**config.mk**
```make
export PLATFORM = sky130hd
export DESIGN_NAME = alu_exec_stage_flat
export DESIGN_NICKNAME = d
export VERILOG_FILES = /design/src/rtl/alu_exec_if.sv /design/src/rtl/alu_exec_stage.sv /design/src/flat_wrapper.sv
export SDC_FILE = /design/constraint.sdc
export NUM_CORES = 1
export LEC_CHECK = 0
export ABC_AREA = 1
export BUFFER_PORTS_ARGS = -buffer_cell sky130_fd_sc_hd__clkbuf_2
export CORE_MARGIN = 10
export CORE_UTILIZATION = 50
export CTS_CLUSTER_DIAMETER = 50
export DETAILED_ROUTE_END_ITERATION = 12
export GPL_TIMING_DRIVEN = 0
export PLACE_DENSITY = 0.74
export SLEW_MARGIN = 30
export SYNTH_ARGS = -nofsm -noshare
export SYNTH_HDL_FRONTEND = slang
export SYNTH_SLANG_ARGS = --single-unit
```
**constraint.sdc**
```tcl
create_clock -name clk -period 1.9 [get_ports clk]
set_input_delay 0.095 -clock clk [delete_from_list [all_inputs] [get_ports clk]]
set_output_delay 0.095 -clock clk [all_outputs]
set_load 0.05 [all_outputs]
```
**src/rtl/alu_exec_if.sv**
```systemverilog
// Bundles the execute stage's issue, result and flag signals.
// The stage itself connects through the slave modport; its driver uses master.
interface alu_exec_if #(
    parameter int WIDTH = 16
);
    logic [WIDTH-1:0] alu_mux_A_out;
    logic [WIDTH-1:0] alu_mux_B_out;
    logic [2:0]       alu_op;
    logic [2:0]       in_rd;
    logic             in_we;
    logic             in_setflag;
    logic             in_valid;
    logic             in_ready;
    logic             out_ready;
    logic             flush;
    logic             ex_valid;
    logic [WIDTH-1:0] ex_result;
    logic [2:0]       ex_rd;
    logic             ex_we;
    logic             flag_n;
    logic             flag_z;
    logic             flag_c;

    modport master (
        output alu_mux_A_out, alu_mux_B_out, alu_op, in_rd, in_we, in_setflag,
        output in_valid, out_ready, flush,
        input  in_ready, ex_valid, ex_result, ex_rd, ex_we, flag_n, flag_z, flag_c
    );

    modport slave (
        input  alu_mux_A_out, alu_mux_B_out, alu_op, in_rd, in_we, in_setflag,
        input  in_valid, out_ready, flush,
        output in_ready, ex_valid, ex_result, ex_rd, ex_we, flag_n, flag_z, flag_c
    );
endinterface

```
**src/rtl/alu_exec_stage.sv**
```systemverilog
// Single-entry ALU execute stage with valid/ready handshake, flush and N/Z/C flags.
// The result register is the only buffer; it is refilled in the same cycle it drains.
module alu_exec_stage #(
    parameter int WIDTH = 16
) (
    input  logic       clk,
    input  logic       reset,
    alu_exec_if.slave  bus
);
    localparam logic [2:0] OP_ADD   = 3'd0;
    localparam logic [2:0] OP_SUB   = 3'd1;
    localparam logic [2:0] OP_CMP   = 3'd2;
    localparam logic [2:0] OP_PASSB = 3'd3;
    localparam logic [2:0] OP_AND   = 3'd4;
    localparam logic [2:0] OP_OR    = 3'd5;
    localparam logic [2:0] OP_XOR   = 3'd6;
    localparam logic [2:0] OP_PASSA = 3'd7;

    function automatic logic is_zero(input logic [WIDTH-1:0] value);
        return (value == {WIDTH{1'b0}});
    endfunction

    logic             in_ready_s;
    logic             accept_s;
    logic             sub_s;
    logic [WIDTH-1:0] b_operand_s;
    logic [WIDTH:0]   sum_s;
    logic [WIDTH-1:0] alu_result_s;
    logic             alu_carry_s;
    logic             next_we_s;

    logic             ex_valid_r;
    logic [WIDTH-1:0] ex_result_r;
    logic [2:0]       ex_rd_r;
    logic             ex_we_r;
    logic             flag_n_r;
    logic             flag_z_r;
    logic             flag_c_r;

    // Handshake: a held entry may be replaced when downstream takes it; flush blocks entry.
    always_comb begin
        in_ready_s = (!ex_valid_r || bus.out_ready) && !bus.flush;
        accept_s   = bus.in_valid && in_ready_s;
    end

    // Datapath: SUB/CMP share the adder as A + ~B + 1 so carry means A >= B unsigned.
    always_comb begin
        sub_s        = (bus.alu_op == OP_SUB) || (bus.alu_op == OP_CMP);
        b_operand_s  = sub_s ? ~bus.alu_mux_B_out : bus.alu_mux_B_out;
        sum_s        = {1'b0, bus.alu_mux_A_out} + {1'b0, b_operand_s}
                     + {{WIDTH{1'b0}}, sub_s};
        alu_result_s = {WIDTH{1'b0}};
        alu_carry_s  = 1'b0;
        case (bus.alu_op)
            OP_ADD, OP_SUB, OP_CMP: begin
                alu_result_s = sum_s[WIDTH-1:0];
                alu_carry_s  = sum_s[WIDTH];
            end
            OP_PASSB: alu_result_s = bus.alu_mux_B_out;
            OP_AND:   alu_result_s = bus.alu_mux_A_out & bus.alu_mux_B_out;
            OP_OR:    alu_result_s = bus.alu_mux_A_out | bus.alu_mux_B_out;
            OP_XOR:   alu_result_s = bus.alu_mux_A_out ^ bus.alu_mux_B_out;
            OP_PASSA: alu_result_s = bus.alu_mux_A_out;
            default: begin
                alu_result_s = {WIDTH{1'b0}};
                alu_carry_s  = 1'b0;
            end
        endcase
        next_we_s = bus.in_we && (bus.alu_op != OP_CMP);
    end

    // Result register: load on accept, drain when taken, hold while stalled, kill on flush.
    always_ff @(posedge clk or posedge reset) begin
        if (reset) begin
            ex_valid_r  <= 1'b0;
            ex_result_r <= {WIDTH{1'b0}};
            ex_rd_r     <= 3'd0;
            ex_we_r     <= 1'b0;
        end else if (bus.flush) begin
            ex_valid_r  <= 1'b0;
            ex_we_r     <= 1'b0;
        end else if (accept_s) begin
            ex_valid_r  <= 1'b1;
            ex_result_r <= alu_result_s;
            ex_rd_r     <= bus.in_rd;
            ex_we_r     <= next_we_s;
        end else if (bus.out_ready) begin
            ex_valid_r  <= 1'b0;
            ex_we_r     <= 1'b0;
        end else begin
            ex_valid_r  <= ex_valid_r;
            ex_we_r     <= ex_we_r;
        end
    end

    // Flags follow only accepted flag-setting instructions; accept is already false on flush.
    always_ff @(posedge clk or posedge reset) begin
        if (reset) begin
            flag_n_r <= 1'b0;
            flag_z_r <= 1'b0;
            flag_c_r <= 1'b0;
        end else if (accept_s && bus.in_setflag) begin
            flag_n_r <= alu_result_s[WIDTH-1];
            flag_z_r <= is_zero(alu_result_s);
            flag_c_r <= alu_carry_s;
        end else begin
            flag_n_r <= flag_n_r;
            flag_z_r <= flag_z_r;
            flag_c_r <= flag_c_r;
        end
    end

    assign bus.in_ready  = in_ready_s;
    assign bus.ex_valid  = ex_valid_r;
    assign bus.ex_result = ex_result_r;
    assign bus.ex_rd     = ex_rd_r;
    assign bus.ex_we     = ex_we_r;
    assign bus.flag_n    = flag_n_r;
    assign bus.flag_z    = flag_z_r;
    assign bus.flag_c    = flag_c_r;
endmodule

```
**src/flat_wrapper.sv**
```systemverilog
// flat-port wrapper written by rule: the top's interface ports become plain ports
module alu_exec_stage_flat 
#(
    parameter int WIDTH = 16
)
  (clk, reset, bus_alu_mux_A_out, bus_alu_mux_B_out, bus_alu_op, bus_in_rd, bus_in_we, bus_in_setflag, bus_in_valid, bus_out_ready, bus_flush, bus_in_ready, bus_ex_valid, bus_ex_result, bus_ex_rd, bus_ex_we, bus_flag_n, bus_flag_z, bus_flag_c);
  alu_exec_if #(.WIDTH(WIDTH)) bus_i ();
  input  logic clk;
  input  logic reset;
  input wire logic [$bits(bus_i.alu_mux_A_out)-1:0] bus_alu_mux_A_out;
  input wire logic [$bits(bus_i.alu_mux_B_out)-1:0] bus_alu_mux_B_out;
  input wire logic [$bits(bus_i.alu_op)-1:0] bus_alu_op;
  input wire logic [$bits(bus_i.in_rd)-1:0] bus_in_rd;
  input wire logic [$bits(bus_i.in_we)-1:0] bus_in_we;
  input wire logic [$bits(bus_i.in_setflag)-1:0] bus_in_setflag;
  input wire logic [$bits(bus_i.in_valid)-1:0] bus_in_valid;
  input wire logic [$bits(bus_i.out_ready)-1:0] bus_out_ready;
  input wire logic [$bits(bus_i.flush)-1:0] bus_flush;
  output wire logic [$bits(bus_i.in_ready)-1:0] bus_in_ready;
  output wire logic [$bits(bus_i.ex_valid)-1:0] bus_ex_valid;
  output wire logic [$bits(bus_i.ex_result)-1:0] bus_ex_result;
  output wire logic [$bits(bus_i.ex_rd)-1:0] bus_ex_rd;
  output wire logic [$bits(bus_i.ex_we)-1:0] bus_ex_we;
  output wire logic [$bits(bus_i.flag_n)-1:0] bus_flag_n;
  output wire logic [$bits(bus_i.flag_z)-1:0] bus_flag_z;
  output wire logic [$bits(bus_i.flag_c)-1:0] bus_flag_c;
  assign bus_i.alu_mux_A_out = bus_alu_mux_A_out;
  assign bus_i.alu_mux_B_out = bus_alu_mux_B_out;
  assign bus_i.alu_op = bus_alu_op;
  assign bus_i.in_rd = bus_in_rd;
  assign bus_i.in_we = bus_in_we;
  assign bus_i.in_setflag = bus_in_setflag;
  assign bus_i.in_valid = bus_in_valid;
  assign bus_i.out_ready = bus_out_ready;
  assign bus_i.flush = bus_flush;
  assign bus_in_ready = bus_i.in_ready;
  assign bus_ex_valid = bus_i.ex_valid;
  assign bus_ex_result = bus_i.ex_result;
  assign bus_ex_rd = bus_i.ex_rd;
  assign bus_ex_we = bus_i.ex_we;
  assign bus_flag_n = bus_i.flag_n;
  assign bus_flag_z = bus_i.flag_z;
  assign bus_flag_c = bus_i.flag_c;
  alu_exec_stage #(.WIDTH(WIDTH)) u_core (.clk(clk), .reset(reset), .bus(bus_i));
endmodule
```
* Yosys cells after proc, flatten, opt, wreduce, memory -nomap -nowiden
Cells that the tools add are included.
Cells by class: mux-type cells 8, reduce and logical (&&, ||, !) cells 13, eq/ne operators 8, bitwise logic cells 5, add/sub/neg operators 2
Operator list (number):
- one-hot mux 16 bit (6 select lines) | 1
- adder 16 x 16 -> 17 bit | 1
- adder 17 x 1 -> 17 bit | 1
- AND 16 bit | 1
- logical NOT 16 bit | 1
- two-way mux 16 bit | 1
- inverter 16 bit | 1
- bitwise OR 16 bit | 1
- bitwise XOR 16 bit | 1
- equality test 3 bit, second input constant | 4
- equality test 3 x 2 -> 1 bit, second input constant | 2
- two-way mux 1 bit | 6
- logical AND 1 bit | 4
- equality test 3 x 1 -> 1 bit, second input constant | 1
- logical NOT 3 bit | 1
- != test 3 x 2 -> 1 bit, second input constant | 1
- nonzero test 3 bit | 1
- OR reduction 3 bit | 1
- logical NOT 1 bit | 2
- logical OR 1 bit | 2
- AND reduction 2 bit | 1
- inverter 1 bit | 1
Storage, ports and cells: output and inout bits 25, register bits 24

* Logic depth before layout (Yosys ltp)
Gate-level depths: netlist of the first run.
word-level depth 7, gate-level depth with buffers 22, gate-level depth less buffers 20

* Worst setup path before layout of the first run
No wires, ideal clock.
kind input to register, start in bus_alu_op[2], end reg u_core.flag_z_r, in the netlist u_core.bus.flag_z, slack -0.779 ns, data required time 1.782 ns, arrival 2.561 ns, stages on the path 18, path buffers 2, cell sequence buf_6 inv_2 nand3_1 nand2_1 buf_2 xor2_1 fa_1 nand3_1 nand3_1 nand3_1 nand3_1 a21boi_0 or2_2 nand3_1 nand3_1 nor2_1 nand3_1 nand2_1
Between the ends: longest elaborated chain between the ends 7
Ends and longest elaborated chain:
- start: declaration | RTL line flat_wrapper.sv:12 | input wire logic [$bits(bus_i.alu_op)-1:0] bus_alu_op;
- equality test 3 x 1 -> 1 bit or equality test 3 x 2 -> 1 bit (tied branches) | RTL line alu_exec_stage.sv:48, alu_exec_stage.sv:54
- logical OR 1 bit | RTL line alu_exec_stage.sv:48 | sub_s = (bus.alu_op == OP_SUB) || (bus.alu_op == OP_CMP);
- two-way mux 16 bit | RTL line alu_exec_stage.sv:49 | b_operand_s = sub_s ? ~bus.alu_mux_B_out : bus.alu_mux_B_out;
- adder 16 x 16 -> 17 bit | RTL line alu_exec_stage.sv:50 | sum_s = {1'b0, bus.alu_mux_A_out} + {1'b0, b_operand_s}
- adder 17 x 1 -> 17 bit | RTL line alu_exec_stage.sv:51 | + {{WIDTH{1'b0}}, sub_s};
- one-hot mux 16 bit (6 select lines) * | RTL line alu_exec_stage.sv:54 | case (bus.alu_op)
- logical NOT 16 bit * | RTL line alu_exec_stage.sv:20 | return (value == {WIDTH{1'b0}});
- end signal: assignment | RTL line alu_exec_stage.sv:104 | flag_z_r <= is_zero(alu_result_s);
- end signal: assignment | RTL line alu_exec_stage.sv:108 | flag_z_r <= flag_z_r;
- end: declaration | RTL line alu_exec_stage.sv:37 | logic flag_z_r;
Mark *: on every way between the ends. The rest lies on a longest branch, timed or not. A chain may end at the register's enable or synchronous reset.

* Worst setup path after layout of the first run
start in bus_alu_op[0], end reg u_core.flag_z_r, in the netlist u_core.bus.flag_z
Same word-level chain as after synthesis.

==> results of run 1 <==
[final cells by class]
class / instances / area, µm²
buffer: 9 / 87.6
clock buffer: 4 / 55.1
fill: 509 / 1740
inverter: 78 / 320
multi-input combinational: 382 / 2690
sequential: 24 / 601
tap: 77 / 96.3
timing repair buffer: 108 / 723
[Yosys cell counts (2+ instances only)]
library cell and count:
o21ai_0 21, a31oi_1 2, xor2_1 18, nand3_2 4
o21ai_1 5, o22ai_1 7, ha_1 50, a221oi_1 2
a211oi_1 5, inv_2 5, nand3_1 30, o211ai_1 2
buf_6 3, nand2_2 4, inv_1 72, a22oi_1 2
dfrtp_1 24, a21oi_1 11, nand2_1 153, clkbuf_1 3
nand4_1 10, a21o_1 4, nor2_1 38, buf_2 2
[state kept, by name, summed over array words and instances (netlist names)]
register and flops:
u_core.bus.ex_result 16, u_core.bus.flag_n 1, u_core.bus.flag_c 1, u_core.bus.ex_valid 1, u_core.bus.flag_z 1, u_core.bus.ex_rd 3, u_core.bus.ex_we 1
[logic make-up (layout without fill, tap and decap cells)]
kind of cell | Yosys count | in the layout
DFF | 24 | 24
AOI/OAI and AO/OA | 65 | 65
buffers and inverters | 87 | 199
adders and majority gates | 51 | 51
and+or+nand+nor | 246 | 246
xor gates and xnor gates | 19 | 19
muxes | 1 | 1
[report_power, final]
group / switching (mW) / internal [mW] / total [mW] / leakage, nW
Clock: 0.154 / 0.185 / 0.339 / 0.0288
Combinational: 1.19 / 0.653 / 1.84 / 2.24
Sequential: 0.0489 / 0.604 / 0.652 / 0.304
Total: 1.39 / 1.44 / 2.83 / 2.57
[repair_timing]
item                       4_1_cts  5_1_grt
gates resized for setup         53       51
setup buffers                   28       12
hold buffers                     0        0
setup endpoints to repair       15       14
cloned                           1        0
hold endpoints to repair         0        0
pin swaps                       38       37
[how the worst max path moves through the flow]
| stage | startpoint | end | cells past startpoint |
|---|---|---|---|
| global placement | bus_alu_op[0] | u_core.bus.flag_z$_DFFE_PP0P_ | 20 |
| detailed placement | bus_alu_op[0] | u_core.bus.flag_c$_DFFE_PP0P_ | 16 |
| global route | bus_alu_op[1] | u_core.bus.flag_z$_DFFE_PP0P_ | 19 |
| floorplan | bus_alu_op[2] | u_core.bus.flag_n$_DFFE_PP0P_ | 19 |
| finish | bus_alu_op[0] | u_core.bus.flag_z$_DFFE_PP0P_ | 18 |
| CTS | bus_alu_op[0] | u_core.bus.flag_z$_DFFE_PP0P_ | 20 |
[metrics by stage]
stage	instances	power, mW	TNS (ns)	area [µm²]	util (%)
after floorplan	493	1.73	-2.02	3340	-
after global placement	638	2.08	-8.19	3780	59.9
after detailed placement	638	2.10	-8.88	3780	59.9
after CTS	671	2.65	-0.725	4310	68.2
after global routing	682	3.02	-2.63	4580	72.5
final	682	2.83	-1.36	4580	72.5
[layer usage]
| metal | vias up | part of all wire, % | wire length [µm] | global-route usage [%] |
|---|---|---|---|---|
| met4 | 0 | 2.5 | 272 | 5.43 |
| met2 | 142 | 49 | 5310 | 34.0 |
| met1 | 1689 | 41 | 4450 | 24.1 |
| li1 | 1817 | - | - | - |
| met3 | 27 | 7.4 | 799 | 3.37 |
| met5 | - | 0 | 0 | 0 |
[critical path, delay by kind of cell]
kind	cells	cell delay (ns)
xor+xnor	1	0.16
compound gates	2	0.40
fa+ha+maj	1	0.38
buf+inv	3	0.35
simple gates	11	1.00
==> key figures, run 1 <==
Synthesis
  – Synth area leader: ha_1
  – Yosys top cell area share: 19.4%
  – Sequential area share after synthesis: 18.6%
  – Post-Syn Area: 3230 µm²
  – Seq cells post-synth: 24
  – Compound-Gate Fraction of Synth Area: 12.2%
  – Asr flop ratio synth: 100%
  – Number of standard cells after synthesis: 493
  – Main combinational cell family by area after synthesis: simple AND/OR/NAND/NOR gates
  – Avg Cell Area, Syn: 6.55 µm²
  – Distinct cells, synth: 40
  – Synth Flop Type: dfrtp_1
  – Post-Synth XOR/XNOR Area: 5.15%
  – Number of flops mapped to enable cells by yosys: 0
  – Post-Synth Adder-Cell Area: 20.0%
  – Mux cell area share after synthesis: 0.349%
  – Yosys Warn Count: 0
  – Synth area leaders: ha_1 19%, dfrtp_1 19%, nand2_1 18%
  – Mapped Nets: 589
  – Post-Synth Simple-Gate Area: 32.7%

Floorplanning
  – Io pins: 70
  – Die width: 100 µm
  – Die extent in y: 100 µm
  – Initial Util: 51.2%
  – Num rows: 29
  – DIE AREA: 10,100 µm²
  – Core ar.: 6310 µm²

Worst setup path
  – Slowest library cell on the worst path: ha_1
  – Worst-path fanout max: 5
  – CP most frequent cell: nand2_1
  – Slowest Stage Delay on Critical Path: 0.38 ns
  – Critical path startpoint category: input pin
  – Critical Path RT: 2.11 ns
  – Start-to-end type of the worst setup path: in2reg
  – Worst reg2reg startpoint: u_core.bus.ex_valid$_DFFE_PP0P_
  – Critical Path, Cell by Cell: clkbuf_16 -> nand3_4 -> nand2_8 -> buf_12 -> xor2_1 -> ha_1 -> a21o_1 -> a21oi_2 -> nand2_2 -> nand2_1 -> nand3_1 -> nand2_1 -> nand2_1 -> inv_1 -> nand4_1 -> nor2_1 -> nand3_1 -> nand2_1
  – Crit path capture type: register
  – Reg-to-reg critical path endpoint: u_core.bus.flag_z$_DFFE_PP0P_
  – CP arrival: 2.37 ns
  – Cells on worst reg2reg path: 13
  – Reg2Reg Setup Slack: -0.10 ns

STA
  – Clk_skew: 0.00224 ns
  – Max-slew violations: 0
  – Final setup viols: 8
  – Maximum achievable frequency: 461 MHz
  – Worst Tran Pin Value: 0.864 ns
  – Tmin final: 2.17 ns
  – Hold_ws: -0.0190 ns
  – Slew HR: 42.3%
  – Hold Vio Cnt, Final: 24
  – Unrepaired setup endpoints after global routing: true
  – Final setup margin: -0.267 ns
  – Period utilisation layout: 114%

Global route
  – First-pass GRT wire length: 16,500 µm
  – Pin count of the biggest net entering global routing: 25
  – Grt ovf: 0
  – Tot GR Track Use: 19.6%
  – Vias in the first global route: 3,469
  – Initial antenna violation count: 0

Routing
  – Via count: 3,675
  – Drt total wl: 10,800 µm
  – Initial drt markers: 261
  – Drt first pass iters: 5
  – Vias/cell: 5.39
  – DRC: 0
  – Final ANT Viol Nets: 0
  – Drt wl/cell: 15.9 µm

Clock network
  – Clk buf depth: 2
  – Clk slew on worst S/H paths: 0.08 ns
  – CTS tree: built
  – Clock latency at the later pin of the worst-skew pair: 0.26 ns
  – Root Driver: clkbuf_8
  – Clock net sink count: 24
  – CTS Buf Count: 3
  – H-tree depth: 1

Min path
  – Hold Crit Class: in2async

Power and ir drop
  – Pwr Density: 619 nW/µm²
  – Worst vdd ir: 0.817 mV
  – Static Leak: 2.57 nW

Placed design
  – Pre-CTS WS: -0.805 ns
  – Placer congestion estimate: 0.924
  – Count of buffers from port buffering: 68
  – DP HPWL: 7600 µm

Layout
  – Most frequent cells in the layout: 124 x nand2_1, 70 x inv_1, 67 x clkbuf_2
  – N_diodes: 0
  – Commonest non-fill, non-tap cell in the layout: nand2_1
  – Total Nets Final: 702
  – Ratio of cells with drive above 1 in the final layout: 35.9%
  – Layout area overhead: 41.6%

Outcome
  – Failing checks: negative hold slack, negative setup slack
  – Status: finished with violations

Flow run
  – Max-cap violation count: 0
No activity file was read; power rests on OpenSTA's default activity.
==> run 2: changes to the inputs <==
==> constraint.sdc (replaced) <==
create_clock -name clk -period 2.6 [get_ports clk]
set_input_delay 0.13 -clock clk [delete_from_list [all_inputs] [get_ports clk]]
set_output_delay 0.13 -clock clk [all_outputs]
set_load 0.05 [all_outputs]
==> key figures, run 2 (same netlist as run 1, synthesis figures left out) <==
STA
  – Final setup margin: 0.139 ns (was -0.267 ns)
  – Slew HR: 44.8% (was 42.3%)
  – Worst Tran Pin Value: 0.823 ns (was 0.864 ns)
  – Tmin final: 2.46 ns
  – Maximum achievable frequency: 406 MHz
  – Final setup viols: 0 (was 8)
  – Max-slew violations: 0 (unchanged)
  – Period utilisation layout: 94.6%
  – Hold_ws: 0.0556 ns (was -0.0190 ns)
  – Clk_skew: 0.00127 ns (was 0.00224 ns)
  – Hold Vio Cnt, Final: 0 (was 24)
  – Setup TNS Final: 0 ns (was -1.36 ns)

Flow run
  – Max-cap violation count: 0 (unchanged)

Placed design
  – Placed instance area: 3670 µm² (was 3780 µm²)
  – Placer congestion estimate: 0.926 (was 0.924)
  – Pre-CTS WS: -0.571 ns (was -0.805 ns)
  – DP HPWL: 7460 µm (was 7600 µm)
  – Count of buffers from port buffering: 68 (unchanged)

Power and ir drop
  – Sequential Power Share: 26.3% (was 23.0%)
  – Clock power share: 13.6% (was 12.0%)
  – Pint: 920 µW (was 1.44 mW)
  – Sw frac: 49.3% (was 49.1%)
  – Power Total: 1.82 mW (was 2.83 mW)
  – Worst vdd ir: 0.522 mV (was 0.817 mV)
  – Switching power: 896 µW (was 1.39 mW)
  – Pwr Density: 467 nW/µm² (was 619 nW/µm²)
  – Combinational fraction of design power: 60.1% (was 65.0%)
  – Static Leak: 2.31 nW (was 2.57 nW)

Worst setup path
  – Worst-path fanout max: 10 (was 5)
  – Critical Path Source: bus_alu_op[2] (was bus_alu_op[0])
  – CP arrival: 2.62 ns (was 2.37 ns)
  – Worst reg2reg startpoint: u_core.bus.ex_valid$_DFFE_PP0P_ (unchanged)
  – Critical Path RT: 2.76 ns (was 2.11 ns)
  – Critical path startpoint category: input pin (unchanged)
  – Crit path capture type: register (unchanged)
  – Start-to-end type of the worst setup path: in2reg (unchanged)

Layout
  – N_diodes: 0 (unchanged)
  – Ratio of cells with drive above 1 in the final layout: 20.8% (was 35.9%)
  – Layout area overhead: 20.3% (was 41.6%)
  – Post-route cell area: 3890 µm² (was 4580 µm²)
  – Total Nets Final: 673 (was 702)
  – Max FFs per register: 16 (unchanged)
  – Commonest non-fill, non-tap cell in the layout: nand2_1 (unchanged)
  – Most frequent cells in the layout: 151 x nand2_1, 71 x inv_1, 67 x clkbuf_2 (was 124 x nand2_1, 70 x inv_1, 67 x clkbuf_2)

Outcome
  – Status: complete, no violations (was finished with violations)

Routing
  – Initial drt markers: 158 (was 261)
  – Drt total wl: 9460 µm (was 10,800 µm)
  – Drt first pass iters: 4 (was 5)
  – DRC: 0 (unchanged)
  – Drt wl/cell: 14.5 µm (was 15.9 µm)
  – Vias/cell: 5.29 (was 5.39)
  – Via count: 3,456 (was 3,675)
  – Final ANT Viol Nets: 0 (unchanged)

Min path
  – Worst Hold Launch: bus_in_rd[0]
  – Hold Crit Class: in2reg (was in2async)

Global route
  – Grt ovf: 0 (unchanged)
  – Initial antenna violation count: 0 (unchanged)
  – First-pass GRT wire length: 15,300 µm (was 16,500 µm)
  – Tot GR Track Use: 18.1% (was 19.6%)
  – Pin count of the biggest net entering global routing: 25 (unchanged)
  – Vias in the first global route: 3,311 (was 3,469)

Clock network
  – Root Driver: clkbuf_8 (unchanged)
  – Clk buf depth: 2 (unchanged)
  – Clk slew on worst S/H paths: 0.08 ns (about the same)
  – H-tree depth: 1 (unchanged)
  – CTS Buf Count: 3 (unchanged)
  – Clock latency at the later pin of the worst-skew pair: 0.26 ns (about the same)
  – CTS tree: built (unchanged)
  – Clock net sink count: 24 (unchanged)

Floorplanning
  – Io pins: 70 (unchanged)
  – Initial Util: 51.2% (unchanged)
  – Die extent in y: 100 µm (unchanged)
  – Num rows: 29 (unchanged)
  – Die width: 100 µm (unchanged)
  – Core ar.: 6310 µm² (unchanged)
  – DIE AREA: 10,100 µm² (unchanged)
-- run 2: cell types whose count changed in the layout (fill, tap and decap cells not counted), sizes merged --
| cell | before | now |
|---|---|---|
| inv | 78 | 77 |
| dlygate4sd3 | 0 | 1 |
| clkinv | 0 | 1 |
| clkbuf | 75 | 74 |
| buf | 46 | 17 |
-- run 2: area by class of cell --
cell class                 count  area (µm²)
fill                         628        2430
multi-input combinational    382        2330
sequential                    24         601
timing repair buffer          79         425
inverter                      78         300
tap                           77        96.3
buffer                         9        77.6
clock buffer                   4        55.1
-- run 2: critical path, stage by stage --
cell	delay (ns)
buf_6	0.13
inv_6	0.11
nand3_2	0.13
nand2_4	0.12
buf_12	0.16
xor2_1	0.18
ha_1	0.29
buf_4	0.16
a21o_1	0.18
inv_1	0.07
nand2_2	0.07
nand2_1	0.08
nand2_1	0.12
nand2_2	0.10
nand2_1	0.05
nand2_1	0.06
nand2_1	0.05
nand2_1	0.05
nand2_1	0.09
mux2_2	0.27
-- run 2: path summary, 6_finish.rpt --
kind | endpoint | slack, ns | depth (start not counted)
setup reg to reg | u_core.bus.flag_z$_DFFE_PP0P_ | 0.67 | 13
max in group asynchronous | u_core.bus.ex_we$_DFFE_PP0P_ | 1.76 | 3
min in group asynchronous | u_core.bus.ex_result[15]$_DFFE_PP0P_ | 0.45 | 3
hold reg to reg | u_core.bus.ex_rd[2]$_DFFE_PP0P_ | 0.49 | 2
hold / removal | u_core.bus.ex_rd[0]$_DFFE_PP0P_ | 0.06 | 3
setup / recovery | u_core.bus.flag_n$_DFFE_PP0P_ | 0.14 | 20
-- run 2: metrics by stage --
| stage | std cells | util (%) |
|---|---|---|
| floorplan | 493 | - |
| global placement | 638 | 58.2 |
| detailed placement | 638 | 58.2 |
| CTS | 644 | 59.7 |
| global route | 653 | 61.6 |
| finish | 653 | 61.6 |
-- run 2: layer usage --
layer / track usage, % / part of all wire (%) / routed length, µm / up-vias
li1: - / - / - / 1753
met1: 22.0 / 43 / 4080 / 1576
met2: 32.0 / 49 / 4590 / 108
met3: 2.95 / 6.4 / 603 / 19
met4: 4.57 / 1.9 / 178 / 0
met5: 0 / 0 / 0 / -
-- run 2: repair_timing --
item	CTS	global route
hold buffers	0	1
buffers inserted	2	8
endpoints found under the setup margin	4	7
resized for setup	5	13
pin swaps	1	7
endpoints found under the hold margin	0	24
-- run 2: power groups by stage --
stage / sequential [mW] / combinational, mW / clock [mW]
global route: 0.488 / 1.20 / 0.268
global placement: 0.480 / 1.01 / 0
finish: 0.478 / 1.09 / 0.247
detailed placement: 0.484 / 1.03 / 0
floorplan: 0.726 / 0.512 / 0
CTS: 0.478 / 1.04 / 0.254
==> run 3: changes to the inputs <==
--- a/config.mk
+++ b/config.mk
@@ -5,7 +5,6 @@
 export SDC_FILE = /design/constraint.sdc
 export NUM_CORES = 1
 export LEC_CHECK = 0
-export ABC_AREA = 1
 export BUFFER_PORTS_ARGS = -buffer_cell sky130_fd_sc_hd__clkbuf_2
 export CORE_MARGIN = 10
 export CORE_UTILIZATION = 50
==> key figures, run 3 <==
Synthesis
  – Post-Synth XOR/XNOR Area: 5.69% (was 5.15%)
  – Number of flops mapped to enable cells by yosys: 0 (unchanged)
  – Synth cell count leaders: 60 x nand2_1, 50 x ha_1, 46 x inv_1 (was 153 x nand2_1, 72 x inv_1, 50 x ha_1)
  – Main combinational cell family by area after synthesis: compound AO/OA/AOI/OAI gates (was simple AND/OR/NAND/NOR gates)
  – Synth area leader: ha_1 (unchanged)
  – Number of standard cells after synthesis: 419 (was 493)
  – Sequential area share after synthesis: 17.9% (was 18.6%)
  – Post-Synth Adder-Cell Area: 19.2% (was 20.0%)
  – Avg Cell Area, Syn: 8.02 µm² (was 6.55 µm²)
  – Yosys top cell area share: 18.6% (was 19.4%)
  – Mux cell area share after synthesis: 8.26% (was 0.349%)
  – Yosys Warn Count: 0 (unchanged)
  – Post-Synth Simple-Gate Area: 17.5% (was 32.7%)
  – Synth area leaders: ha_1 19%, dfrtp_1 18%, nand2_1 6.7% (was ha_1 19%, dfrtp_1 19%, nand2_1 18%)
  – Synth Flop Type: dfrtp_1 (unchanged)
  – Post-Syn Area: 3360 µm² (was 3230 µm²)
  – Mapped Nets: 515 (was 589)
  – Seq cells post-synth: 24 (unchanged)
  – Count leader, synth: nand2_1 (unchanged)
  – Compound-Gate Fraction of Synth Area: 23.9% (was 12.2%)
  – Asr flop ratio synth: 100% (unchanged)
  – Distinct cells, synth: 61 (was 40)

Worst setup path
  – Critical path startpoint category: input pin (unchanged)
  – Cell family with most CP delay: compound AO/OA/AOI/OAI gates (was simple AND/OR/NAND/NOR gates)
  – Reg2Reg Setup Slack: 0.53 ns (was 0.67 ns)
  – Start-to-end type of the worst setup path: in2reg (unchanged)
  – Worst Path Buf+Inv: 3 (was 5)
  – CP arrival: 2.93 ns (was 2.62 ns)
  – Slowest Stage Delay on Critical Path: 0.55 ns (was 0.29 ns)
  – Slowest library cell on the worst path: o41ai_4 (was ha_1)
  – CP most frequent cell: xnor2_4 (was nand2_1)
  – Worst-path fanout max: 5 (was 10)
  – Critical Path, Cell by Cell: buf_8 -> xnor2_4 -> nor2_4 -> buf_12 -> xnor2_4 -> ha_4 -> inv_4 -> o41ai_4 -> a211oi_4 -> nor3_4 -> o22ai_2 -> mux2i_2 -> a21o_1 -> mux2_4 (was buf_6 -> inv_6 -> nand3_2 -> nand2_4 -> buf_12 -> xor2_1 -> ha_1 -> buf_4 -> a21o_1 -> inv_1 -> nand2_2 -> nand2_1 -> nand2_1 -> nand2_2 -> nand2_1 -> nand2_1 -> nand2_1 -> nand2_1 -> nand2_1 -> mux2_2)
  – Crit path capture type: register (unchanged)
  – Critical Path RT: 2.76 ns (about the same)

Flow run
  – Max-cap violation count: 0 (unchanged)

Global route
  – Grt ovf: 0 (unchanged)
  – Vias in the first global route: 3,522 (was 3,311)
  – First-pass GRT wire length: 16,800 µm (was 15,300 µm)
  – Tot GR Track Use: 19.9% (was 18.1%)
  – Pin count of the biggest net entering global routing: 25 (unchanged)
  – Initial antenna violation count: 0 (unchanged)

STA
  – Setup TNS Final: -0.512 ns (was 0 ns)
  – Worst Tran Pin Value: 0.872 ns (was 0.823 ns)
  – Final setup margin: -0.163 ns (was 0.139 ns)
  – Unrepaired setup endpoints after global routing: true
  – Clk_skew: 0.00154 ns (was 0.00127 ns)
  – Tmin final: 2.76 ns (was 2.46 ns)
  – Hold Vio Cnt, Final: 0 (unchanged)
  – Maximum achievable frequency: 362 MHz (was 406 MHz)
  – Hold_ws: 0.0369 ns (was 0.0556 ns)
  – Max-slew violations: 0 (unchanged)
  – Final setup viols: 5 (was 0)
  – Slew HR: 41.9% (was 44.8%)
  – Period utilisation layout: 106% (was 94.6%)

Power and ir drop
  – Worst vdd ir: 0.400 mV (was 0.522 mV)
  – Pwr Density: 487 nW/µm² (was 467 nW/µm²)
  – Static Leak: 2.24 nW (was 2.31 nW)
  – Power Total: 2.22 mW (was 1.82 mW)

Layout
  – Most frequent cells in the layout: 66 x clkbuf_2, 57 x nand2_1, 44 x inv_1 (was 151 x nand2_1, 71 x inv_1, 67 x clkbuf_2)
  – Commonest non-fill, non-tap cell in the layout: clkbuf_2 (was nand2_1)
  – Ratio of cells with drive above 1 in the final layout: 33.4% (was 20.8%)
  – Total Nets Final: 615 (was 673)
  – Finished Layout Cells: 595 (was 653)
  – Max FFs per register: 16 (unchanged)
  – N_diodes: 0 (unchanged)
  – Post-route cell area: 4550 µm² (was 3890 µm²)
  – Layout area overhead: 35.4% (was 20.3%)

Placed design
  – Dpl cells: 564 (was 638)
  – Count of buffers from port buffering: 68 (unchanged)
  – DP HPWL: 8250 µm (was 7460 µm)
  – Placed instance area: 3910 µm² (was 3670 µm²)
  – Placer congestion estimate: 0.931 (was 0.926)

Routing
  – Drt first pass iters: 5 (was 4)
  – DRC: 0 (unchanged)
  – Vias/cell: 5.95 (was 5.29)
  – Drt total wl: 10,900 µm (was 9460 µm)
  – Via count: 3,541 (was 3,456)
  – Final ANT Viol Nets: 0 (unchanged)
  – Initial drt markers: 252 (was 158)
  – Drt wl/cell: 18.2 µm (was 14.5 µm)

Clock network
  – CTS tree: built (unchanged)
  – Clk slew on worst S/H paths: 0.08 ns (about the same)
  – Root Driver: clkbuf_8 (unchanged)
  – H-tree depth: 1 (unchanged)
  – Clock net sink count: 24 (unchanged)
  – CTS Buf Count: 3 (unchanged)
  – Clk buf depth: 2 (unchanged)
  – Clock latency at the later pin of the worst-skew pair: 0.27 ns (was 0.26 ns)

Min path
  – Hold Crit Class: in2reg (unchanged)

Outcome
  – Status: finished with violations (was complete, no violations)
  – Failing checks: negative setup slack

Floorplanning
  – Core ar.: 6460 µm² (was 6310 µm²)
  – Die width: 102 µm (was 100 µm)
  – DIE AREA: 10,400 µm² (was 10,100 µm²)
  – Die extent in y: 102 µm (was 100 µm)
  – Initial Util: 52.1% (was 51.2%)
  – Io pins: 70 (unchanged)
  – Num rows: 29 (unchanged)
run 3: cell count changes after synthesis, moves of 8 or more:
cell,before,now
nand2_1,153,60
inv_1,72,46
nand3_1,30,8
xnor2_1,1,19
xor2_1,18,1
nor2_1,38,23
mux2i_1,0,12
a21oi_1,11,22
nand2b_1,0,10
nand4_1,10,2
run 3: cell type report:
class | instances | area, µm²
plain buffers | 14 | 97.6
clock buffers | 4 | 55.1
fillers | 534 | 1910
inverters | 48 | 183
multi-input cells | 330 | 2900
flip-flops and latches | 24 | 601
well taps | 77 | 96.3
repair buffers | 98 | 622
run 3: cell families (layout without fill, tap and decap cells):
group / count (synthesis) / count (layout)
flops: 24 / 24
compound gates: 110 / 110
xor+xnor: 21 / 21
fa+ha+maj: 51 / 51
buf+inv: 65 / 164
simple gates: 127 / 127
mux: 21 / 21
run 3: final timing paths:
check                                                     from                                  end  cells past startpoint
setup reg to reg               u_core.bus.ex_valid$_DFFE_PP0P_  u_core.bus.ex_result[6]$_DFFE_PP0P_                      7
min in group asynchronous                                reset        u_core.bus.flag_c$_DFFE_PP0P_                      3
hold / removal                                       bus_flush      u_core.bus.ex_valid$_DFFE_PP0P_                      2
max in group asynchronous                                reset  u_core.bus.ex_result[4]$_DFFE_PP0P_                      3
setup / recovery                                 bus_alu_op[0]        u_core.bus.flag_n$_DFFE_PP0P_                     14
hold reg to reg            u_core.bus.ex_result[9]$_DFFE_PP0P_  u_core.bus.ex_result[9]$_DFFE_PP0P_                      2
run 3: layer usage:
layer  routed length (µm)  GRT usage (%)  vias to the layer above
met5                    0              0                        -
met4                  328           5.86                        0
met3                  792           3.17                       29
met2                 5370           36.1                      137
met1                 4360           23.6                     1696
li1                     -              -                     1679
run 3: stage by stage:
| step | utilization [%] | worst slack [ns] |
|---|---|---|
| after floorplan | - | -0.293 |
| after global placement | 60.6 | -0.958 |
| after detailed placement | 60.6 | -0.963 |
| after CTS | 64.7 | -0.171 |
| after global routing | 70.5 | -0.339 |
| final | 70.5 | -0.163 |
run 3: power breakdown:
part / switching (mW) / leakage [nW] / total, mW / internal, mW
Sequential: 0.0390 / 0.296 / 0.486 / 0.447
Combinational: 0.895 / 1.92 / 1.47 / 0.576
Clock: 0.122 / 0.0288 / 0.258 / 0.136
run 3: repair_timing:
| item | 4_1_cts | 5_1_grt |
|---|---|---|
| endpoints found under the hold margin | 0 | 24 |
| gates resized for setup | 24 | 53 |
| pin swaps | 30 | 38 |
| hold buffers | 0 | 1 |
| setup buffers | 19 | 11 |
| endpoints found under the setup margin | 16 | 10 |
